[src/rtl/output_writeback_unit_pkg.sv]
// rtl/output_writeback_unit_pkg.sv - shared derived constants, FSM encoding and sizing helpers
package output_writeback_unit_pkg;

  typedef enum logic {
    IDLE  = 1'b0,
    WRITE = 1'b1
  } state_e;

  function automatic int calc_ot(input int kernel_size, input int tile_size);
    return tile_size - kernel_size + 1;
  endfunction

  function automatic int calc_acc_w(input int data_w, input int kernel_w);
    return data_w + kernel_w + 12;
  endfunction

  function automatic int calc_ow(input int image_w, input int kernel_size);
    return image_w - kernel_size + 1;
  endfunction

  // Values for the default datapath configuration
  localparam int OT     = calc_ot(3, 4);
  localparam int ACC_W  = calc_acc_w(8, 8);
  localparam int TILE_W = OT * OT * ACC_W;
  localparam int OW     = calc_ow(10, 3);
  localparam int TPR    = OW / OT;

endpackage

[src/rtl/output_writeback_unit_requant_sat.sv]
// rtl/output_writeback_unit_requant_sat.sv - ReLU, right shift and unsigned saturation of one accumulator
module requant_sat #(
  parameter int ACC_W = 28,
  parameter int OUT_W = 8,
  parameter int SHIFT = 4
) (
  input  logic [ACC_W-1:0] acc_i,
  output logic [OUT_W-1:0] q_o
);

  localparam logic [ACC_W-1:0] MAX_V = {{(ACC_W-OUT_W){1'b0}}, {OUT_W{1'b1}}};

  logic [ACC_W-1:0] shifted;

  // Negative values are clamped first, so a logical shift is safe here
  assign shifted = acc_i >> SHIFT;

  always_comb begin
    q_o = shifted[OUT_W-1:0];
    if (acc_i[ACC_W-1]) begin
      q_o = '0;
    end else if (shifted > MAX_V) begin
      q_o = '1;
    end
  end

endmodule

[src/rtl/output_writeback_unit.sv]
// rtl/output_writeback_unit.sv - captures PE output tiles, requantizes and writes them planar-raster to BRAM
module output_writeback_unit
  import output_writeback_unit_pkg::*;
#(
  parameter int KERNEL_SIZE       = 3,
  parameter int INPUT_TILE_SIZE   = 4,
  parameter int INPUT_IMAGE_WIDTH = 10,
  parameter int INPUT_DATA_WIDTH  = 8,
  parameter int KERNEL_DATA_WIDTH = 8,
  parameter int NUM_PE            = 3,
  parameter int OUT_DATA_WIDTH    = 8,
  parameter int SHIFT             = 4,
  parameter int ADDR_WIDTH        = 15,
  localparam int C_OT     = calc_ot(KERNEL_SIZE, INPUT_TILE_SIZE),
  localparam int C_ACC_W  = calc_acc_w(INPUT_DATA_WIDTH, KERNEL_DATA_WIDTH),
  localparam int C_TILE_W = C_OT * C_OT * C_ACC_W
) (
  input  logic                         clk,
  input  logic                         reset,
  input  logic                         i_tile_valid,
  input  logic [NUM_PE*C_TILE_W-1:0]   i_tile_data,
  output logic                         o_busy,
  output logic                         o_bram_en,
  output logic                         o_bram_we,
  output logic [ADDR_WIDTH-1:0]        o_bram_addr,
  output logic [OUT_DATA_WIDTH-1:0]    o_bram_din,
  output logic                         o_frame_done,
  output logic                         o_overflow
);

  localparam int C_OW  = calc_ow(INPUT_IMAGE_WIDTH, KERNEL_SIZE);
  localparam int C_TPR = C_OW / C_OT;
  localparam int C_EPT = C_OT * C_OT;
  localparam int PW    = (NUM_PE > 1) ? $clog2(NUM_PE) : 1;
  localparam int EW    = (C_EPT > 1) ? $clog2(C_EPT) : 1;
  localparam int TW    = (C_TPR > 1) ? $clog2(C_TPR) : 1;

  state_e                       state_q;
  logic [PW-1:0]                p_q;
  logic [EW-1:0]                e_q;
  logic [TW-1:0]                trow_q;
  logic [TW-1:0]                tcol_q;
  logic [NUM_PE*C_TILE_W-1:0]   buf_q;

  logic                         issue;
  logic [NUM_PE*C_TILE_W-1:0]   src;
  logic [PW-1:0]                ip;
  logic [EW-1:0]                ie;
  logic                         last_wr;
  logic                         last_tile;
  logic [C_ACC_W-1:0]           elem;
  logic [OUT_DATA_WIDTH-1:0]    q_val;
  logic [31:0]                  addr_full;

  // p_q/e_q name the write issued at the next edge; an accepted tile feeds
  // its first element straight from the input so the write lands one cycle later.
  always_comb begin
    issue = 1'b0;
    src   = buf_q;
    ip    = p_q;
    ie    = e_q;
    if (state_q == IDLE) begin
      if (i_tile_valid) begin
        issue = 1'b1;
        src   = i_tile_data;
        ip    = '0;
        ie    = '0;
      end
    end else begin
      issue = 1'b1;
    end
    last_wr   = (32'(ip) == NUM_PE - 1) && (32'(ie) == C_EPT - 1);
    last_tile = (32'(trow_q) == C_TPR - 1) && (32'(tcol_q) == C_TPR - 1);
    elem      = src[(32'(ip) * C_EPT + 32'(ie)) * C_ACC_W +: C_ACC_W];
    addr_full = 32'(ip) * C_OW * C_OW
              + (32'(trow_q) * C_OT + 32'(ie) / C_OT) * C_OW
              + 32'(tcol_q) * C_OT + 32'(ie) % C_OT;
  end

  requant_sat #(
    .ACC_W (C_ACC_W),
    .OUT_W (OUT_DATA_WIDTH),
    .SHIFT (SHIFT)
  ) u_requant_sat (
    .acc_i (elem),
    .q_o   (q_val)
  );

  always_ff @(posedge clk) begin
    if (reset) begin
      state_q      <= IDLE;
      p_q          <= '0;
      e_q          <= '0;
      trow_q       <= '0;
      tcol_q       <= '0;
      buf_q        <= '0;
      o_busy       <= 1'b0;
      o_bram_en    <= 1'b0;
      o_bram_we    <= 1'b0;
      o_bram_addr  <= '0;
      o_bram_din   <= '0;
      o_frame_done <= 1'b0;
      o_overflow   <= 1'b0;
    end else begin
      o_busy       <= issue;
      o_bram_en    <= issue;
      o_bram_we    <= issue;
      o_bram_addr  <= issue ? addr_full[ADDR_WIDTH-1:0] : '0;
      o_bram_din   <= issue ? q_val : '0;
      o_frame_done <= issue && last_wr && last_tile;

      // IDLE here also covers the cycle showing the last write, so back-to-back tiles are accepted
      if (state_q == WRITE && i_tile_valid) begin
        o_overflow <= 1'b1;
      end
      if (state_q == IDLE && i_tile_valid) begin
        buf_q <= i_tile_data;
      end

      if (issue) begin
        if (last_wr) begin
          state_q <= IDLE;
          p_q     <= '0;
          e_q     <= '0;
          if (32'(tcol_q) == C_TPR - 1) begin
            tcol_q <= '0;
            trow_q <= (32'(trow_q) == C_TPR - 1) ? '0 : trow_q + 1'b1;
          end else begin
            tcol_q <= tcol_q + 1'b1;
          end
        end else begin
          state_q <= WRITE;
          if (32'(ie) == C_EPT - 1) begin
            e_q <= '0;
            p_q <= ip + 1'b1;
          end else begin
            e_q <= ie + 1'b1;
            p_q <= ip;
          end
        end
      end
    end
  end

endmodule
[config.mk]
export PLATFORM = sky130hd
export DESIGN_NAME = output_writeback_unit
export DESIGN_NICKNAME = d
export VERILOG_FILES = /design/src/rtl/output_writeback_unit_pkg.sv /design/src/rtl/output_writeback_unit_requant_sat.sv /design/src/rtl/output_writeback_unit.sv
export SDC_FILE = /design/constraint.sdc
export NUM_CORES = 1
export LEC_CHECK = 0
export ABC_AREA = 1
export CAP_MARGIN = 40
export CELL_PAD_IN_SITES_DETAIL_PLACEMENT = 1
export CELL_PAD_IN_SITES_GLOBAL_PLACEMENT = 2
export CORE_UTILIZATION = 31
export DETAILED_ROUTE_END_ITERATION = 8
export DONT_BUFFER_PORTS = 1
export PLACE_DENSITY = 0.8
export SLEW_MARGIN = 40
export SYNTH_ARGS = -nofsm -noshare
export SYNTH_HDL_FRONTEND = slang
export SYNTH_SLANG_ARGS = --single-unit
[constraint.sdc]
create_clock -name clk -period 2.3 [get_ports clk]
set_clock_uncertainty 0.05 [all_clocks]
set_input_delay 0.46 -clock clk [delete_from_list [all_inputs] [get_ports clk]]
set_output_delay 0.46 -clock clk [all_outputs]
set_load 0.05 [all_outputs]
==> results of run 1 <==
worst paths after layout:
| path | start | slack [ns] | end | cells after the start |
|---|---|---|---|---|
| hold / removal | i_tile_data[134] | 0.03 | buf_q[134] | 2 |
| setup reg to reg | state_q | 0.09 | o_bram_din[4] | 13 |
| hold reg to reg | buf_q[102] | 0.41 | buf_q[102] | 2 |
| setup / recovery | state_q | 0.09 | o_bram_din[4] | 13 |
final cells by class:
cell class	count	area, um2
flip-flops and latches	316	6330
inverters	160	609
fillers	5362	25500
multi-input cells	1316	6060
repair buffers	233	2450
clock inverters	8	92.6
well taps	585	732
clock buffers	60	1180
diodes	7	17.5
stage by stage:
step	TNS, ns	total power, uW
2_1_floorplan	0	7500
3_3_place_gp	-0.00618	8030
3_5_place_dp	-0.345	8100
4_1_cts	0	14600
5_1_grt	-0.105	15200
6_report	0	14500
flip-flops by register name (all words and copies together) (netlist names):
name,count
o_overflow,1
trow_q,2
e_q,2
o_bram_din,8
o_bram_addr,8
p_q,2
buf_q,288
o_bram_we,1
o_frame_done,1
state_q,1
tcol_q,2
cell usage in the layout (no fill, tap or decap), drive strengths merged:
| cell type | n |
|---|---|
| dfxtp | 316 |
| nor2 | 359 |
| or2 | 36 |
| bufinv | 2 |
| a211oi | 40 |
| o21ai | 190 |
| a21oi | 113 |
| clkinvlp | 2 |
| clkbuf | 66 |
| nand4 | 12 |
| o21a | 1 |
| xor2 | 1 |
| diode | 7 |
| dlygate4sd3 | 139 |
| o211ai | 34 |
| a31oi | 1 |
| inv | 157 |
| buf | 88 |
| o2bb2ai | 1 |
| nand3 | 95 |
| ha | 4 |
| nand3b | 2 |
| conb | 7 |
| clkinv | 7 |
| nand2 | 416 |
| nor4 | 1 |
| nor3 | 3 |
metal layers:
metal / global-route usage, % / share of wire, % / up-vias / wire [um]
met2: 34.8 / 45 / 328 / 22800
met5: 0 / 0.19 / - / 96
met1: 28.7 / 45 / 6145 / 22600
met4: 7.30 / 2.4 / 16 / 1180
li1: - / - / 6420 / -
met3: 5.59 / 6.9 / 84 / 3440
where the power goes:
group          internal [uW]  switching [uW]  leakage (uW)  total (uW)
logic                    941            1330       0.00458        2270
registers               5870             227       0.00261        6090
clock network           3730            2410      0.000624        6140
total                  10500            3970       0.00781       14500
cell families after synthesis:
kind of cell | after synthesis
buffers and inverters | 296
AO/OA/AOI/OAI | 380
AND/OR/NAND/NOR | 923
XOR/XNOR | 1
flip-flops | 316
adder cells (fa/ha/maj) | 4
other | 1
what timing repair did:
action	in CTS	in global routing
endpoints found under the hold margin	227	0
resized for setup	1	62
pin swaps	1	8
setup buffers	0	4
hold buffers	140	0
gates cloned	0	7
endpoints found under the setup margin	8	22
==> run metrics, run 1 <==
outcome finished clean; Slowest-stage cell, CP dfxtp_4; Hold Path Class primary input to flip-flop; period utilization 95.9%; Setup Slack @ Placement -0.0592 ns; Starting DRT DRC Count 654; DP Cell Count 2459; Total GRT Usage 21.8%; Least-Margin Pin Slew 0.593 ns; CP Data Required Time 2.70 ns; core area 43000 um2; Layout Utilization 40.6%; DRC Markers 0; WL/cell 18.7 um; DIE WIDTH 211 um; final hold vios 0; DR vias/cell 4.84; Fmax 453 MHz; top cell types by occurrence after synthesis nand2_1, nor2_1, dfxtp_1; number of synthesized register bits 316; max cap viols 0; DRT antenna net count 0; Peak VDD IR 517 uV; number of max-slew violations in the final report 0; Synth warnings 0; most common cell in the synthesized netlist nand2_1; P_leak 0.00781 uW; number of synthesized flops with an enable pin 0; Final Non-Filler Cells 2685; Post-Synth Adder-Cell Area 0.371%; H-Tree Depth 2; nets@finish 2408; clock buffer depth 3; largest net degree at the start of global routing 124; CTS tree yes; area of the die 44400 um2; die height 211 um; CTS Sinks 316; Largest stage delay, worst path 0.37 ns; Yosys top cell area share 46.9%; total wire length 50.2 mm; DR pass1 iterations 5; Power Density 830 nW/um2; GPL Wtd Cong 0.856; largest family of logic cells by synthesized area simple AND/OR/NAND/NOR gates; vias in the first global route 12.8k; RSZ-0062 raised after global routing true; vias 13.0k; mux contribution to synthesized area 0%; post-DP HPWL 34.1 mm; final setup fails 0; share of layout cells above drive strength 1 10.8%; Post-DP Area 14400 um2; clock slew at reported path FFs 0.06 ns; CTS Root Buffer Type clkbuf_16; Worst-Skew Late Latency 0.55 ns; Initial Util 31.4%; family with the most delay on the worst path simple AND/OR/NAND/NOR gates; Synth Area in Compound Gates 15.5%; top cells by area, synth dfxtp_1, nand2_1, nor2_1, o21ai_0, inv_1; Top FF cell, synth dfxtp_1; grt total ovfl 0; Inserted Clock Buffers 38; CP max FO 31; CP arrival 2.60 ns; Post-Syn Area 13500 um2; Distinct cells, synth 35; Cell Rows 76; Worst Setup End Kind flip-flop; Startpoint Class flip-flop; IO Count 367; Post-Synth XOR/XNOR Area 0.0649%; area share of and/or/nand/nor cells after synthesis 27.8%; Setup CP Type flip-flop to flip-flop; first-pass GRT wire length 73.8 mm; Design Area, Final 17500 um2; Syn Area/Cell 7.02 um2; Mapped Cells 1921; ys async rst share 0%; Seq/Total Area, Yosys 46.9%; WP buf/inv 4; Cell Chain, Critical Path inv_6, nand2_8, buf_12, buf_12, or2_2, o21ai_1, nand2_1, o211ai_1, nand3_1, nand3_1, nand4_1, nand2_1, inv_1; port buffer count 0; worst hold slack 0.0274 ns; crit path time final 2.21 ns; final setup margin 0.0946 ns; Rel. slew slack 60.4%; Syn-to-layout area delta 29.5%; initial antenna violation count 15; top cell type by total area after synthesis dfxtp_1
Note: power is estimated with default switching activity, not from simulation.
==> run 2, diff against run 1 <==
- HOLD_SLACK_MARGIN: not set -> 0.06
==> run 2 against run 1 <==
Sequential cell count unchanged; worst setup slack worse by 0.012 ns; cell count is 4.5% higher; die area did not move; count of clock-buffer cells in the layout unchanged; combinational power rose by 8%; hold slack better by 0.017 ns; sequential share of layout area decreased by 2.3 points; sequential power is essentially flat; total power up 1.4%; final area grew 6.7%; critical path type unchanged; largest power group unchanged.
==> run metrics, run 2 (synthesized netlist as in run 1, its figures left out) <==
outcome finished clean (unchanged); DR pass1 iterations 5 (unchanged); CTS tree yes (unchanged); Clock power frac 41.8% (was 42.4%); clock slew at reported path FFs 0.06 ns (about the same); RSZ-0062 raised after global routing true (unchanged); final setup margin 0.0822 ns (was 0.0946 ns); DRT antenna net count 0 (unchanged); P_leak 0.00828 uW (was 0.00781 uW); GPL Wtd Cong 0.856 (unchanged); Peak VDD IR 527 uV (was 517 uV); Fmax 451 MHz (was 453 MHz); Setup CP Type flip-flop to flip-flop (unchanged); clock buffer depth 3 (unchanged); total wire length 52.2 mm (was 50.2 mm); Hold Crit Start i_tile_data[137] (was i_tile_data[134]); Most flops, register buf_q (unchanged); Power Density 789 nW/um2 (was 830 nW/um2); share of layout cells above drive strength 1 9.80% (was 10.8%); CTS Sinks 316 (unchanged); Worst-Skew Late Latency 0.55 ns (about the same); Largest stage delay, worst path 0.40 ns (was 0.37 ns); max cap viols 0 (unchanged); share of total power in combinational logic 16.7% (was 15.6%); Sequential Power Share 41.5% (was 42.0%); WL/cell 18.6 um (was 18.7 um); first-pass GRT wire length 77.4 mm (was 73.8 mm); WP buf/inv 5 (was 4); DIE WIDTH 211 um (unchanged); H-Tree Depth 2 (unchanged); Cell Chain, Critical Path nor2_4, buf_4, buf_4, buf_12, nand2_1, nand3_1, nand2_1, o21ai_0, nand2_1, nand2_1, inv_1, nand2_1, nor2_4, nand4_1, nand2_1, inv_1 (was inv_6, nand2_8, buf_12, buf_12, or2_2, o21ai_1, nand2_1, o211ai_1, nand3_1, nand3_1, nand4_1, nand2_1, inv_1); Setup TNS 0 ns (unchanged); area of the die 44400 um2 (unchanged); largest net degree at the start of global routing 124 (unchanged); Net Sw Power 4040 uW (was 3970 uW); most frequent CP cell nand2_1; family with the most delay on the worst path simple AND/OR/NAND/NOR gates (unchanged); nets@finish 2529 (was 2408); Rel. slew slack 60.8% (was 60.4%); P_int 10700 uW (was 10500 uW); DRC Markers 0 (unchanged); Starting DRT DRC Count 666 (was 654); Worst Setup SP state_q (unchanged); most frequent cells in the layout nand2_1, nor2_1, dfxtp_1 (unchanged); Setup Slack @ Placement -0.0592 ns (unchanged); Cell Rows 76 (unchanged); Least-Margin Pin Slew 0.588 ns (was 0.593 ns); number of max-slew violations in the final report 0 (unchanged); vias in the first global route 13.6k (was 12.8k); vias 13.5k (was 13.0k); Worst Setup End Kind flip-flop (unchanged); IO Count 367 (unchanged); CP arrival 2.62 ns (was 2.60 ns); crit path time final 2.22 ns (was 2.21 ns); Slowest-stage cell, CP dfxtp_4 (unchanged); FILL cells 5311 (was 5362); DR vias/cell 4.82 (was 4.84); core area 43000 um2 (unchanged); Reg-to-Reg Start state_q (unchanged); Initial Util 31.4% (unchanged); CP Data Required Time 2.70 ns (about the same); Hold Path Class primary input to flip-flop (unchanged); final setup fails 0 (unchanged); post-DP HPWL 34.1 mm (unchanged); Regs by FF count buf_q: 288 flops, o_bram_addr: 8 flops, o_bram_din: 8 flops (unchanged); Inserted Clock Buffers 38 (unchanged); grt total ovfl 0 (unchanged); Total GRT Usage 22.8% (was 21.8%); period utilization 96.4% (was 95.9%); CP max FO 12 (was 31); Sw Share 27.5% (was 27.3%); Startpoint Class flip-flop (unchanged); commonest non-fill, non-tap cell in the layout nand2_1 (unchanged); final hold vios 0 (unchanged); max reg flops 288 (unchanged); port buffer count 0 (unchanged); die height 211 um (unchanged); Syn-to-layout area delta 38.1% (was 29.5%); CTS Root Buffer Type clkbuf_16 (unchanged); initial antenna violation count 12 (was 15)
run 2: cell types whose count changed in the layout (fill, tap and decap cells not counted), moves of 5 or more:
cell           change
dlygate4sd3_1    +123
nand2_1            +5
nand2_2            -5
nand3_1            +7
nand3_2            -8
o21ai_1            -5
run 2: power by group through the flow:
stage	registers [uW]	logic [uW]	clock network, uW
CTS	6090	2340	6320
global route	6130	2730	6520
global placement	6190	1830	0
detailed placement	6210	1890	0
floorplan	6150	1350	0
finish	6090	2460	6150
run 2: layer usage:
metal  GRT usage, %  part of all wire, %  wire length (um)  vias up
li1               -                    -                 -     6656
met1           29.6                   45             23500     6483
met2           37.5                   47             24500      308
met3           4.80                  5.5              2870       80
met4           7.67                  2.3              1230        8
met5              0                0.096                50        -
run 2: timing repair:
item / CTS / global route
setup endpoints to repair: 8 / 15
gates resized for setup: 1 / 56
setup buffers: 0 / 3
hold buffers: 260 / 3
pin swaps: 1 / 11
cloned: 0 / 5
endpoints found under the hold margin: 287 / 3
run 2: area by class of cell:
class	instances	area [um2]	share of cell area (%)
flip-flops and latches	316	6330	34.0
multi-input cells	1316	6060	32.5
repair buffers	354	3620	19.4
clock buffers	60	1180	6.32
well taps	585	732	3.93
inverters	160	608	3.26
clock inverters	8	92.6	0.497
diodes	8	20.0	0.107
run 2: final timing paths:
path	to	slack, ns	cells after the start
worst max register to register	o_bram_din[4]	0.08	16
worst min register to register	buf_q[102]	0.40	2
worst max-delay path	o_bram_din[4]	0.08	16
worst min-delay path	buf_q[137]	0.04	2
run 2: through the flow:
step	utilization (%)	instance area (um2)	total power, uW	cells	hold slack, ns
finish	43.4	18600	14700	2807	0.0441
global route	43.4	18600	15400	2806	0.0690
CTS	42.5	18300	14700	2787	0.0606
detailed placement	33.5	14400	8100	2459	0.396
global placement	33.5	14400	8030	2459	0.387
floorplan	-	13500	7500	1927	0.380
==> run 3, diff against run 2 <==
- GPL_TIMING_DRIVEN: not set -> 1
==> results of run 3 <==
The final DEF is identical to that of run 2; final timing and power are the same.
